[src/rtl/alu_reservation_station_pkg.sv]
// Shared constants for the ALU reservation station slice.
// Holds default sizes and the RV32 opcodes handled by the ALU.
package alu_reservation_station_pkg;

    localparam int CSU_SIZE_BITS_DEF = 4;
    localparam int RS_SIZE_DEF       = 8;

    localparam logic [6:0] OPC_LUI    = 7'b0110111;
    localparam logic [6:0] OPC_AUIPC  = 7'b0010111;
    localparam logic [6:0] OPC_JAL    = 7'b1101111;
    localparam logic [6:0] OPC_JALR   = 7'b1100111;
    localparam logic [6:0] OPC_BRANCH = 7'b1100011;
    localparam logic [6:0] OPC_OP_IMM = 7'b0010011;
    localparam logic [6:0] OPC_OP     = 7'b0110011;

endpackage

[src/rtl/rs_issue_select.sv]
// Lowest-index picker over a request vector.
// Ports: i_req (request bits), o_found (any set), o_idx (lowest set index).
module rs_issue_select #(
    parameter int N     = 8,
    parameter int IDX_W = 3
) (
    input  logic [N-1:0]     i_req,
    output logic             o_found,
    output logic [IDX_W-1:0] o_idx
);

    always_comb begin
        o_found = 1'b0;
        o_idx   = '0;
        // Scan downwards so the lowest set bit wins.
        for (int i = N - 1; i >= 0; i--) begin
            if (i_req[i]) begin
                o_found = 1'b1;
                o_idx   = IDX_W'(i);
            end
        end
    end

endmodule

[src/rtl/alu_reservation_station.sv]
// ALU reservation station: holds dispatched ops, wakes operands from
// two CDB buses, issues the lowest ready entry into a registered bundle.
// Ports: clk_in/rst_in/rdy_in/flush_pipline control, dispatch_* inputs,
// cdb_alu_*/cdb_mem_* broadcasts, rs_full, and the issue bundle outputs.
module alu_reservation_station
    import alu_reservation_station_pkg::*;
#(
    parameter int RS_SIZE       = RS_SIZE_DEF,
    parameter int CSU_SIZE_BITS = CSU_SIZE_BITS_DEF
) (
    input  logic                     clk_in,
    input  logic                     rst_in,
    input  logic                     rdy_in,
    input  logic                     flush_pipline,
    input  logic                     dispatch_valid,
    input  logic [CSU_SIZE_BITS-1:0] dispatch_ins_id,
    input  logic [6:0]               dispatch_opcode,
    input  logic [2:0]               dispatch_funct3,
    input  logic [6:0]               dispatch_funct7,
    input  logic [31:0]              dispatch_imm,
    input  logic [31:0]              dispatch_pc,
    input  logic [5:0]               dispatch_shamt,
    input  logic                     dispatch_is_compressed,
    input  logic                     dispatch_rs1_rdy,
    input  logic                     dispatch_rs2_rdy,
    input  logic [31:0]              dispatch_rs1_val,
    input  logic [31:0]              dispatch_rs2_val,
    input  logic [CSU_SIZE_BITS-1:0] dispatch_rs1_tag,
    input  logic [CSU_SIZE_BITS-1:0] dispatch_rs2_tag,
    input  logic                     cdb_alu_rdy,
    input  logic [CSU_SIZE_BITS-1:0] cdb_alu_id,
    input  logic [31:0]              cdb_alu_res,
    input  logic                     cdb_mem_rdy,
    input  logic [CSU_SIZE_BITS-1:0] cdb_mem_id,
    input  logic [31:0]              cdb_mem_res,
    output logic                     rs_full,
    output logic                     have_ins,
    output logic [CSU_SIZE_BITS-1:0] ins_id,
    output logic [31:0]              rs1_val,
    output logic [31:0]              rs2_val,
    output logic [31:0]              imm_val,
    output logic [5:0]               shamt_val,
    output logic [6:0]               opcode,
    output logic [2:0]               funct3,
    output logic [6:0]               funct7,
    output logic [31:0]              request_PC,
    output logic                     is_compressed_ins
);

    localparam int IDX_W = (RS_SIZE > 1) ? $clog2(RS_SIZE) : 1;
    localparam int TW    = CSU_SIZE_BITS;

    logic [RS_SIZE-1:0] r_valid;
    logic [RS_SIZE-1:0] r_rs1_rdy;
    logic [RS_SIZE-1:0] r_rs2_rdy;
    logic [TW-1:0]      r_id     [RS_SIZE];
    logic [TW-1:0]      r_rs1_tag[RS_SIZE];
    logic [TW-1:0]      r_rs2_tag[RS_SIZE];
    logic [31:0]        r_rs1_v  [RS_SIZE];
    logic [31:0]        r_rs2_v  [RS_SIZE];
    logic [31:0]        r_imm    [RS_SIZE];
    logic [31:0]        r_pc     [RS_SIZE];
    logic [5:0]         r_shamt  [RS_SIZE];
    logic [6:0]         r_opc    [RS_SIZE];
    logic [2:0]         r_f3     [RS_SIZE];
    logic [6:0]         r_f7     [RS_SIZE];
    logic [RS_SIZE-1:0] r_cmp;

    logic               r_have;
    logic [TW-1:0]      r_o_id;
    logic [31:0]        r_o_rs1;
    logic [31:0]        r_o_rs2;
    logic [31:0]        r_o_imm;
    logic [5:0]         r_o_shamt;
    logic [6:0]         r_o_opc;
    logic [2:0]         r_o_f3;
    logic [6:0]         r_o_f7;
    logic [31:0]        r_o_pc;
    logic               r_o_cmp;

    logic [RS_SIZE-1:0] w_ready;
    logic               w_iss_found;
    logic [IDX_W-1:0]   w_iss_idx;
    logic               w_free_found;
    logic [IDX_W-1:0]   w_free_idx;
    logic               w_disp_ok;
    logic [32:0]        w_d1;
    logic [32:0]        w_d2;
    logic [32:0]        w_w1 [RS_SIZE];
    logic [32:0]        w_w2 [RS_SIZE];

    // {hit, value}; the ALU bus wins when both buses carry the tag.
    function automatic logic [32:0] cdb_fwd(input logic [TW-1:0] tag);
        if (cdb_alu_rdy && cdb_alu_id == tag)
            return {1'b1, cdb_alu_res};
        else if (cdb_mem_rdy && cdb_mem_id == tag)
            return {1'b1, cdb_mem_res};
        else
            return '0;
    endfunction

    assign w_ready = r_valid & r_rs1_rdy & r_rs2_rdy;
    assign rs_full = &r_valid;

    rs_issue_select #(.N(RS_SIZE), .IDX_W(IDX_W)) u_iss_sel (
        .i_req   (w_ready),
        .o_found (w_iss_found),
        .o_idx   (w_iss_idx)
    );

    // Free-slot search; uses registered valid so a slot freed by issue
    // only becomes reusable on the following cycle.
    rs_issue_select #(.N(RS_SIZE), .IDX_W(IDX_W)) u_free_sel (
        .i_req   (~r_valid),
        .o_found (w_free_found),
        .o_idx   (w_free_idx)
    );

    assign w_disp_ok = dispatch_valid && w_free_found && !flush_pipline;

    always_comb begin
        w_d1 = cdb_fwd(dispatch_rs1_tag);
        w_d2 = cdb_fwd(dispatch_rs2_tag);
        for (int i = 0; i < RS_SIZE; i++) begin
            w_w1[i] = cdb_fwd(r_rs1_tag[i]);
            w_w2[i] = cdb_fwd(r_rs2_tag[i]);
        end
    end

    always_ff @(posedge clk_in) begin
        if (!rst_in) begin
            r_valid   <= '0;
            r_have    <= 1'b0;
            r_o_id    <= '0;
            r_o_rs1   <= '0;
            r_o_rs2   <= '0;
            r_o_imm   <= '0;
            r_o_shamt <= '0;
            r_o_opc   <= '0;
            r_o_f3    <= '0;
            r_o_f7    <= '0;
            r_o_pc    <= '0;
            r_o_cmp   <= 1'b0;
        end else if (rdy_in) begin
            if (flush_pipline) begin
                r_valid <= '0;
                r_have  <= 1'b0;
            end else begin
                r_have <= w_iss_found;
                if (w_iss_found) begin
                    r_valid[w_iss_idx] <= 1'b0;
                    r_o_id    <= r_id[w_iss_idx];
                    r_o_rs1   <= r_rs1_v[w_iss_idx];
                    r_o_rs2   <= r_rs2_v[w_iss_idx];
                    r_o_imm   <= r_imm[w_iss_idx];
                    r_o_shamt <= r_shamt[w_iss_idx];
                    r_o_opc   <= r_opc[w_iss_idx];
                    r_o_f3    <= r_f3[w_iss_idx];
                    r_o_f7    <= r_f7[w_iss_idx];
                    r_o_pc    <= r_pc[w_iss_idx];
                    r_o_cmp   <= r_cmp[w_iss_idx];
                end
                for (int i = 0; i < RS_SIZE; i++) begin
                    if (r_valid[i] && !r_rs1_rdy[i] && w_w1[i][32]) begin
                        r_rs1_rdy[i] <= 1'b1;
                        r_rs1_v[i]   <= w_w1[i][31:0];
                    end
                    if (r_valid[i] && !r_rs2_rdy[i] && w_w2[i][32]) begin
                        r_rs2_rdy[i] <= 1'b1;
                        r_rs2_v[i]   <= w_w2[i][31:0];
                    end
                end
                if (w_disp_ok) begin
                    r_valid[w_free_idx]   <= 1'b1;
                    r_id[w_free_idx]      <= dispatch_ins_id;
                    r_opc[w_free_idx]     <= dispatch_opcode;
                    r_f3[w_free_idx]      <= dispatch_funct3;
                    r_f7[w_free_idx]      <= dispatch_funct7;
                    r_imm[w_free_idx]     <= dispatch_imm;
                    r_pc[w_free_idx]      <= dispatch_pc;
                    r_shamt[w_free_idx]   <= dispatch_shamt;
                    r_cmp[w_free_idx]     <= dispatch_is_compressed;
                    r_rs1_tag[w_free_idx] <= dispatch_rs1_tag;
                    r_rs2_tag[w_free_idx] <= dispatch_rs2_tag;
                    r_rs1_rdy[w_free_idx] <= dispatch_rs1_rdy | w_d1[32];
                    r_rs2_rdy[w_free_idx] <= dispatch_rs2_rdy | w_d2[32];
                    r_rs1_v[w_free_idx]   <= dispatch_rs1_rdy ?
                                             dispatch_rs1_val : w_d1[31:0];
                    r_rs2_v[w_free_idx]   <= dispatch_rs2_rdy ?
                                             dispatch_rs2_val : w_d2[31:0];
                end
            end
        end
    end

    assign have_ins          = r_have;
    assign ins_id            = r_o_id;
    assign rs1_val           = r_o_rs1;
    assign rs2_val           = r_o_rs2;
    assign imm_val           = r_o_imm;
    assign shamt_val         = r_o_shamt;
    assign opcode            = r_o_opc;
    assign funct3            = r_o_f3;
    assign funct7            = r_o_f7;
    assign request_PC        = r_o_pc;
    assign is_compressed_ins = r_o_cmp;

endmodule

[config.mk]
export PLATFORM = sky130hd
export DESIGN_NAME = alu_reservation_station
export DESIGN_NICKNAME = d
export VERILOG_FILES = /design/src/rtl/alu_reservation_station_pkg.sv /design/src/rtl/rs_issue_select.sv /design/src/rtl/alu_reservation_station.sv
export SDC_FILE = /design/constraint.sdc
export NUM_CORES = 2
export LEC_CHECK = 0
export CAP_MARGIN = 20
export CORE_MARGIN = 8
export CORE_UTILIZATION = 40
export CTS_CLUSTER_DIAMETER = 80
export DETAILED_ROUTE_END_ITERATION = 12
export PLACE_DENSITY_LB_ADDON = 0.3
export SETUP_SLACK_MARGIN = 0.05
export SYNTH_ARGS = -nofsm -noshare
export SYNTH_HDL_FRONTEND = slang
export SYNTH_SLANG_ARGS = --single-unit
[constraint.sdc]
create_clock -name clk_in -period 6.2 [get_ports clk_in]
set_input_delay 1.24 -clock clk_in [delete_from_list [all_inputs] [get_ports clk_in]]
set_output_delay 1.24 -clock clk_in [all_outputs]
set_load 0.02 [all_outputs]
# ---- Word-level counts from Yosys, hierarchy flattened
# Memory sizes are Yosys's and may differ from the RTL's. A register that Yosys moved wholly into a read port is not among the register bits.
# Cells that the tools add are included.
dict set report totals {
  ff_bits 34
  ramBits 1304
  input_bits 245
  out_inout_bits 158
  word_cells 405
  n_memories 11
}
# memory depth width rd rd_ports_with_merged_regs wr line
set memory_table {}
lappend memory_table {r_imm 8 32 1 1 1 alu_reservation_station.sv:61} ;# logic [31:0] r_imm [RS_SIZE];
lappend memory_table {r_pc 8 32 1 1 1 alu_reservation_station.sv:62} ;# logic [31:0] r_pc [RS_SIZE];
lappend memory_table {r_rs1_v 8 32 1 1 9 alu_reservation_station.sv:59} ;# logic [31:0] r_rs1_v [RS_SIZE];
lappend memory_table {r_rs2_v 8 32 1 1 9 alu_reservation_station.sv:60} ;# logic [31:0] r_rs2_v [RS_SIZE];
lappend memory_table {r_f7 8 7 1 1 1 alu_reservation_station.sv:66} ;# logic [6:0] r_f7 [RS_SIZE];
lappend memory_table {r_opc 8 7 1 1 1 alu_reservation_station.sv:64} ;# logic [6:0] r_opc [RS_SIZE];
lappend memory_table {{+5 memories} -- -- -- -- -- --}
dict set report op_classes {
  order_cmp 4
  n_eq_ne 36
  muxes 237
  n_bitwise 9
  n_reduce_logical 102
}
# operator n
set op_table {}
lappend op_table {{$mux 33} 36}
lappend op_table {{$mux 1} 169}
lappend op_table {{$eq 4x4->1} 36}
lappend op_table {{$logic_and 1x1->1} 72}
lappend op_table {{$mux 32} 2}
lappend op_table {{$mux 8} 8}
lappend op_table {{$mux 3} 16}
lappend op_table {{$logic_not 1->1} 26}
lappend op_table {{$and 8x8->8} 3}
lappend op_table {{$bwmux 8} 3}
lappend op_table {{$not 8->8} 2}
lappend op_table {{$lt 3x4->1 const B} 2}
lappend op_table {{$or 8x8->8} 1}
lappend op_table {{$reduce_and 8->1} 1}
lappend op_table {{$demux 1 s3} 2}
lappend op_table {{$ge 3x1->1 const B} 2}
lappend op_table {{$reduce_and 3->1} 2}
lappend op_table {{$reduce_and 4->1} 1}
lappend op_table {{$bmux 1 s3} 1}
lappend op_table {{$or 1x1->1} 2}
lappend op_table {{$not 1->1} 1}

# ---- Depth between registers and ports, before layout
dict set report depth {
  word_depth 23
  depth_mapped 10
}

# ---- Hierarchy
# Synthesis repeated with hierarchy kept, for this count alone.
dict set report hier_totals {
  cells_unflattened 4336
  area_unflattened_um2 69805.7
}
# module n_inst cells_per_inst area_per_inst_um2 seq_area_each_um2
set modules_own_cells {}
lappend modules_own_cells {alu_reservation_station 1 4310 69645.5 43181.4}
lappend modules_own_cells {rs_issue_select 2 13 80.1 0.0}

# ---- Least setup slack after synthesis
# Ideal clock, no wire load.
dict set report synth_timing {
  path_type {in2reg}
  start {input rdy_in}
  end {memory r_rs1_v[6][0] (enable)}
  setup_ns 0.388
  t_arrival_ns 5.008
  t_required_ns 5.812
  slack_ns 0.805
  cell_stages 5
  n_path_buf 1
  path_cell_list {nor2b_2 and3_1 clkbuf_1 and3_1 a21o_1}
}
# element line
set synth_rtl {}
lappend synth_rtl {{start, declared} alu_reservation_station.sv:13} ;# input logic rdy_in,
lappend synth_rtl {{end, declared} alu_reservation_station.sv:59}

# ---- Final worst setup path
dict set report layout_timing {
  start {register r_valid[0]}
  end {output rs_full}
}
dict set report layout_via {
  elab_chain_len 1
}
# element line
set layout_lines {}
lappend layout_lines {{start, declared} alu_reservation_station.sv:53} ;# logic [RS_SIZE-1:0] r_valid;
lappend layout_lines {{start signal, assigned} alu_reservation_station.sv:132} ;# r_valid <= '0;
lappend layout_lines {{start signal, assigned} alu_reservation_station.sv:146} ;# r_valid <= '0;
lappend layout_lines {{start signal, assigned by index} alu_reservation_station.sv:151} ;# r_valid[w_iss_idx] <= 1'b0;
lappend layout_lines {{$reduce_and 8->1} alu_reservation_station.sv:103} ;# assign rs_full = &r_valid;
lappend layout_lines {{end, declared} alu_reservation_station.sv:36} ;# output logic rs_full,
# No other way between the ends.

==> summary.md <==
| Metric | Value |
|---|---|
| Status | completed |
| Number of flip-flops and latches in the synthesized netlist | between 1000 and 1500 |
| Die Ht | 430 um |
| Wire length of the first global-routing pass | roughly 370 mm |
| Number of buffers added on ports | approximately 400 |
| Worst Skew | 0.0428 ns |
| Relative max-transition margin | 15.4% |
| # placed instances | about 7200 |
| Reg2Reg Capture Point | rs1_val[22] |
| Max-slew violation count | 0 |
| Remaining global-route overflow | 0 |
| Number of gates resized after cts | 0 |
| Area of the mapped netlist | a little under 70000 sq um |
| Final critical-path share of the clock period | between 70% and 80% |
| Antenna violations before repair | 29 |
| RSZ-0062 raised after global routing | no |
| Max Freq | ~220 MHz |
| Number of failing hold endpoints at the final stage | 0 |
| Row Count | between 150 and 200 |
| Post-placement setup slack | 1.03 ns |
| Pin count of the biggest net entering global routing | ~160 |
| Synth cell count leaders | edfxtp_1, mux2i_1, o22ai_1 |
| Worst Setup End Kind | output port |
| Gate count of the mapped netlist | about 5000 |
| Finished layout cell area | roughly 80000 sq um |
| Endpoint required time on the critical path | between 4 and 5 ns |
| Cell chosen for the clock root | clkbuf_16 |
| Cell Count, Final, Fillers Out | 7508 |
| Type of the tightest min-delay check | flop to flop |
| Worst path setup slack after routing | between 1.5 and 2 ns |
| Final Routed Wirelength | between 200 and 300 mm |
| Cell area reported after detailed placement | between 70000 and 80000 sq um |
| Half-perimeter wire length of the detailed placement result | between 100 and 150 mm |
| Share of Yosys cell area claimed by the top area cell type | 58.1% |
| Global Route Usage Sum | between 20% and 30% |
| TritonCTS sink count | between 1000 and 1500 |
| H-tree Lvls | 4 |
| Final core occ | between 40% and 50% |
| Top fanout value on the critical path | 20 |
| Crit path kind | flop to output port |
| CTS Hold Bufs | 0 |
| Warning count from the yosys run | 0 |
| Power density over the cells | approximately 270 nW/um^2 |
| Startpoint Class | flop |
| Total leakage power | around 24 nW |
| Number of global-route vias before repair | between 40000 and 50000 |
| Largest vdd supply drop | between 0.2 and 0.3 mV |
| Number of different library cells in the post-synthesis netlist | between 60 and 70 |
| Placeable Area | about 170000 sq um |
| Die Area | 185000 sq um |
| Sequential area share after synthesis | a little over three fifths |
| Post-synthesis cell type with the largest combined area | edfxtp_1 |
| Critical path startpoint | r_valid[0] |
| Post-layout minimum cycle time | approximately 4.6 ns |
| Drt drc | 0 |
| Final TNS setup | 0 ns |
| Number of buffers inserted to repair setup after CTS | 0 |
| Arrival @ worst endpoint | between 3 and 4 ns |
| Area contributors post-synth | edfxtp_1, mux2i_1, dfxtp_1 |
| IO Count | around 400 |
| Initial core utilization | approximately two fifths |
| Starting DRT DRC Count | 7584 |
| Post-synth EDFFs | about 1300 |
| Most common cell in the netlist | edfxtp_1 |
| Worst setup path endpoint | rs_full |
| Clock-pin slew on the worst setup and hold paths | 0.06 ns |
| Vias per inst | about 6.7 |
| Number of fill cells in the layout | ~15000 |
| Most used DFF post-synth | edfxtp_1 |
| Max-Cap Viols | 0 |
| DR pass1 iterations | 8 |
| Reg-to-reg startpoint | r_valid[2] |
| DIE WIDTH | approximately 430 um |
| Post-synthesis area per instance | 13.8 sq um |
| Share of cells above drive strength 1 | a little over an eighth |
| Remaining antenna violation count | 0 |
| Depth of the most critical reg-to-reg path | 8 |
| Clock tree from TritonCTS | yes |
| Wire per inst | 35.7 um |
| Weighted congestion reported at the end of routability-driven placement | between 0.8 and 0.9 |
| Worst-margin pin slew | approximately 1.3 ns |
| Register-to-Register Setup Slack | just over 2 ns |
| Number of nets in the finished design | 5368 |
| Synthesized netlist net count | 5236 |
| Via count | 50700 |
| Number of CTS-inserted buffers | roughly 160 |
| Area Overhead vs Synth | 16.5% |
| Share of flip-flops with an asynchronous set or reset | 0% |
| Clock buffer depth | 3 |
| Insertion delay of the later-clocked pin in the worst-skew pair | between 0.8 and 0.9 ns |
| Total setup violations reported at the end of the flow | 0 |
==> layout by cell type (no fill, tap or decap), types with 48 or more instances in the layout <==
| cell type | synthesis | routed |
|---|---|---|
| a22o_1 | 64 | 64 |
| nand3_1 | 83 | 77 |
| dfxtp_1 | 165 | 165 |
| o2bb2ai_1 | 90 | 90 |
| mux2_2 | 64 | 64 |
| buf_4 | 23 | 142 |
| mux2i_2 | 49 | 49 |
| o211ai_1 | 70 | 70 |
| edfxtp_1 | 1328 | 1328 |
| a22oi_1 | 308 | 308 |
| clkdlybuf4s50_1 | 0 | 400 |
| o21ai_1 | 109 | 107 |
| nand2_1 | 62 | 51 |
| clkbuf_1 | 331 | 48 |
| a222oi_1 | 90 | 90 |
| nor4_1 | 55 | 55 |
| o22ai_1 | 448 | 448 |
| mux2i_1 | 461 | 461 |
| nor2_1 | 162 | 161 |
| clkbuf_16 | 0 | 162 |
| xor2_1 | 108 | 108 |
| a221oi_1 | 162 | 162 |
| o21ai_0 | 116 | 116 |
==> routing by layer <==
metal / vias to the layer above / wire length, um / GRT usage, % / share of wire [%]
met5: - / 85 / 0 / 0.032
met4: 12 / 18200 / 17.6 / 6.8
met3: 891 / 30500 / 6.84 / 11
met2: 3814 / 122000 / 42.8 / 46
met1: 25300 / 96900 / 34.3 / 36
li1: 20600 / - / - / -
==> how the worst min path moves through the flow <==
stage | from | end | slack, ns | cells after the start
floorplan | r_f3[0][0] | funct3[0] | 0.44 | 2
global placement | r_rs2_v[0][30] | rs2_val[30] | 0.45 | 2
detailed placement | is_compressed_ins | is_compressed_ins | 0.45 | 2
CTS | have_ins | have_ins | 0.47 | 2
global route | have_ins | have_ins | 0.48 | 2
finish | r_rs2_v[0][23] | rs2_val[23] | 0.46 | 2
==> layout make-up <==
cell class | instances | area (sq um) | share of cell area, %
Timing Repair Buffer | 571 | 5660 | 7.07
Multi-Input combinational cell | 2849 | 22900 | 28.7
Sequential cell | 1493 | 43200 | 54.0
Antenna cell | 17 | 42.5 | 0.0532
Tap cell | 2233 | 2790 | 3.49
Clock inverter | 71 | 743 | 0.929
Inverter | 50 | 223 | 0.278
Clock buffer | 224 | 4430 | 5.53
==> metrics by stage <==
step	hold slack (ns)	power [W]
3_5_place_dp	0.452	0.0124
4_1_cts	0.467	0.0218
5_1_grt	0.483	0.0222
3_3_place_gp	0.451	0.0123
6_report	0.462	0.0217
2_1_floorplan	0.444	0.0118
==> where the power goes <==
group	internal [W]	switching [W]
sequential	0.0109	0.0000135
combinational	0.000417	0.000826
clock	0.00547	0.00409
total	0.0168	0.00493
==> kinds of logic (layout without fill, tap and decap cells) <==
family	after synthesis	count (layout)	share of synthesized area [%]
compound gates	1664	1664	18.5
flops	1493	1493	62.9
buf+inv	649	916	4.11
mux	584	584	9.08
simple gates	457	457	3.57
xor+xnor	144	144	1.84
other cells	0	17	0
==> state kept, by name, summed over array words and instances, names as in the netlist, 3 cells and up <==
name / cells
r_pc: 256
opcode: 7
r_rs1_v: 256
shamt_val: 6
funct7: 7
r_rs2_rdy: 8
r_imm: 256
r_rs1_tag: 32
ins_id: 4
r_f3: 24
r_f7: 56
imm_val: 32
rs2_val: 32
r_rs1_rdy: 8
r_valid: 8
r_rs2_v: 256
r_opc: 56
funct3: 3
r_shamt: 48
r_rs2_tag: 32
request_PC: 32
r_cmp: 8
r_id: 32
rs1_val: 32
==> critical path, stage by stage (launching register included) <==
cell and delay, ns:
dfxtp_1 0.82, nand4_1 0.29, nor3_1 0.66, clkdlybuf4s50_1 0.75
Power figures use the tool's default switching activity.
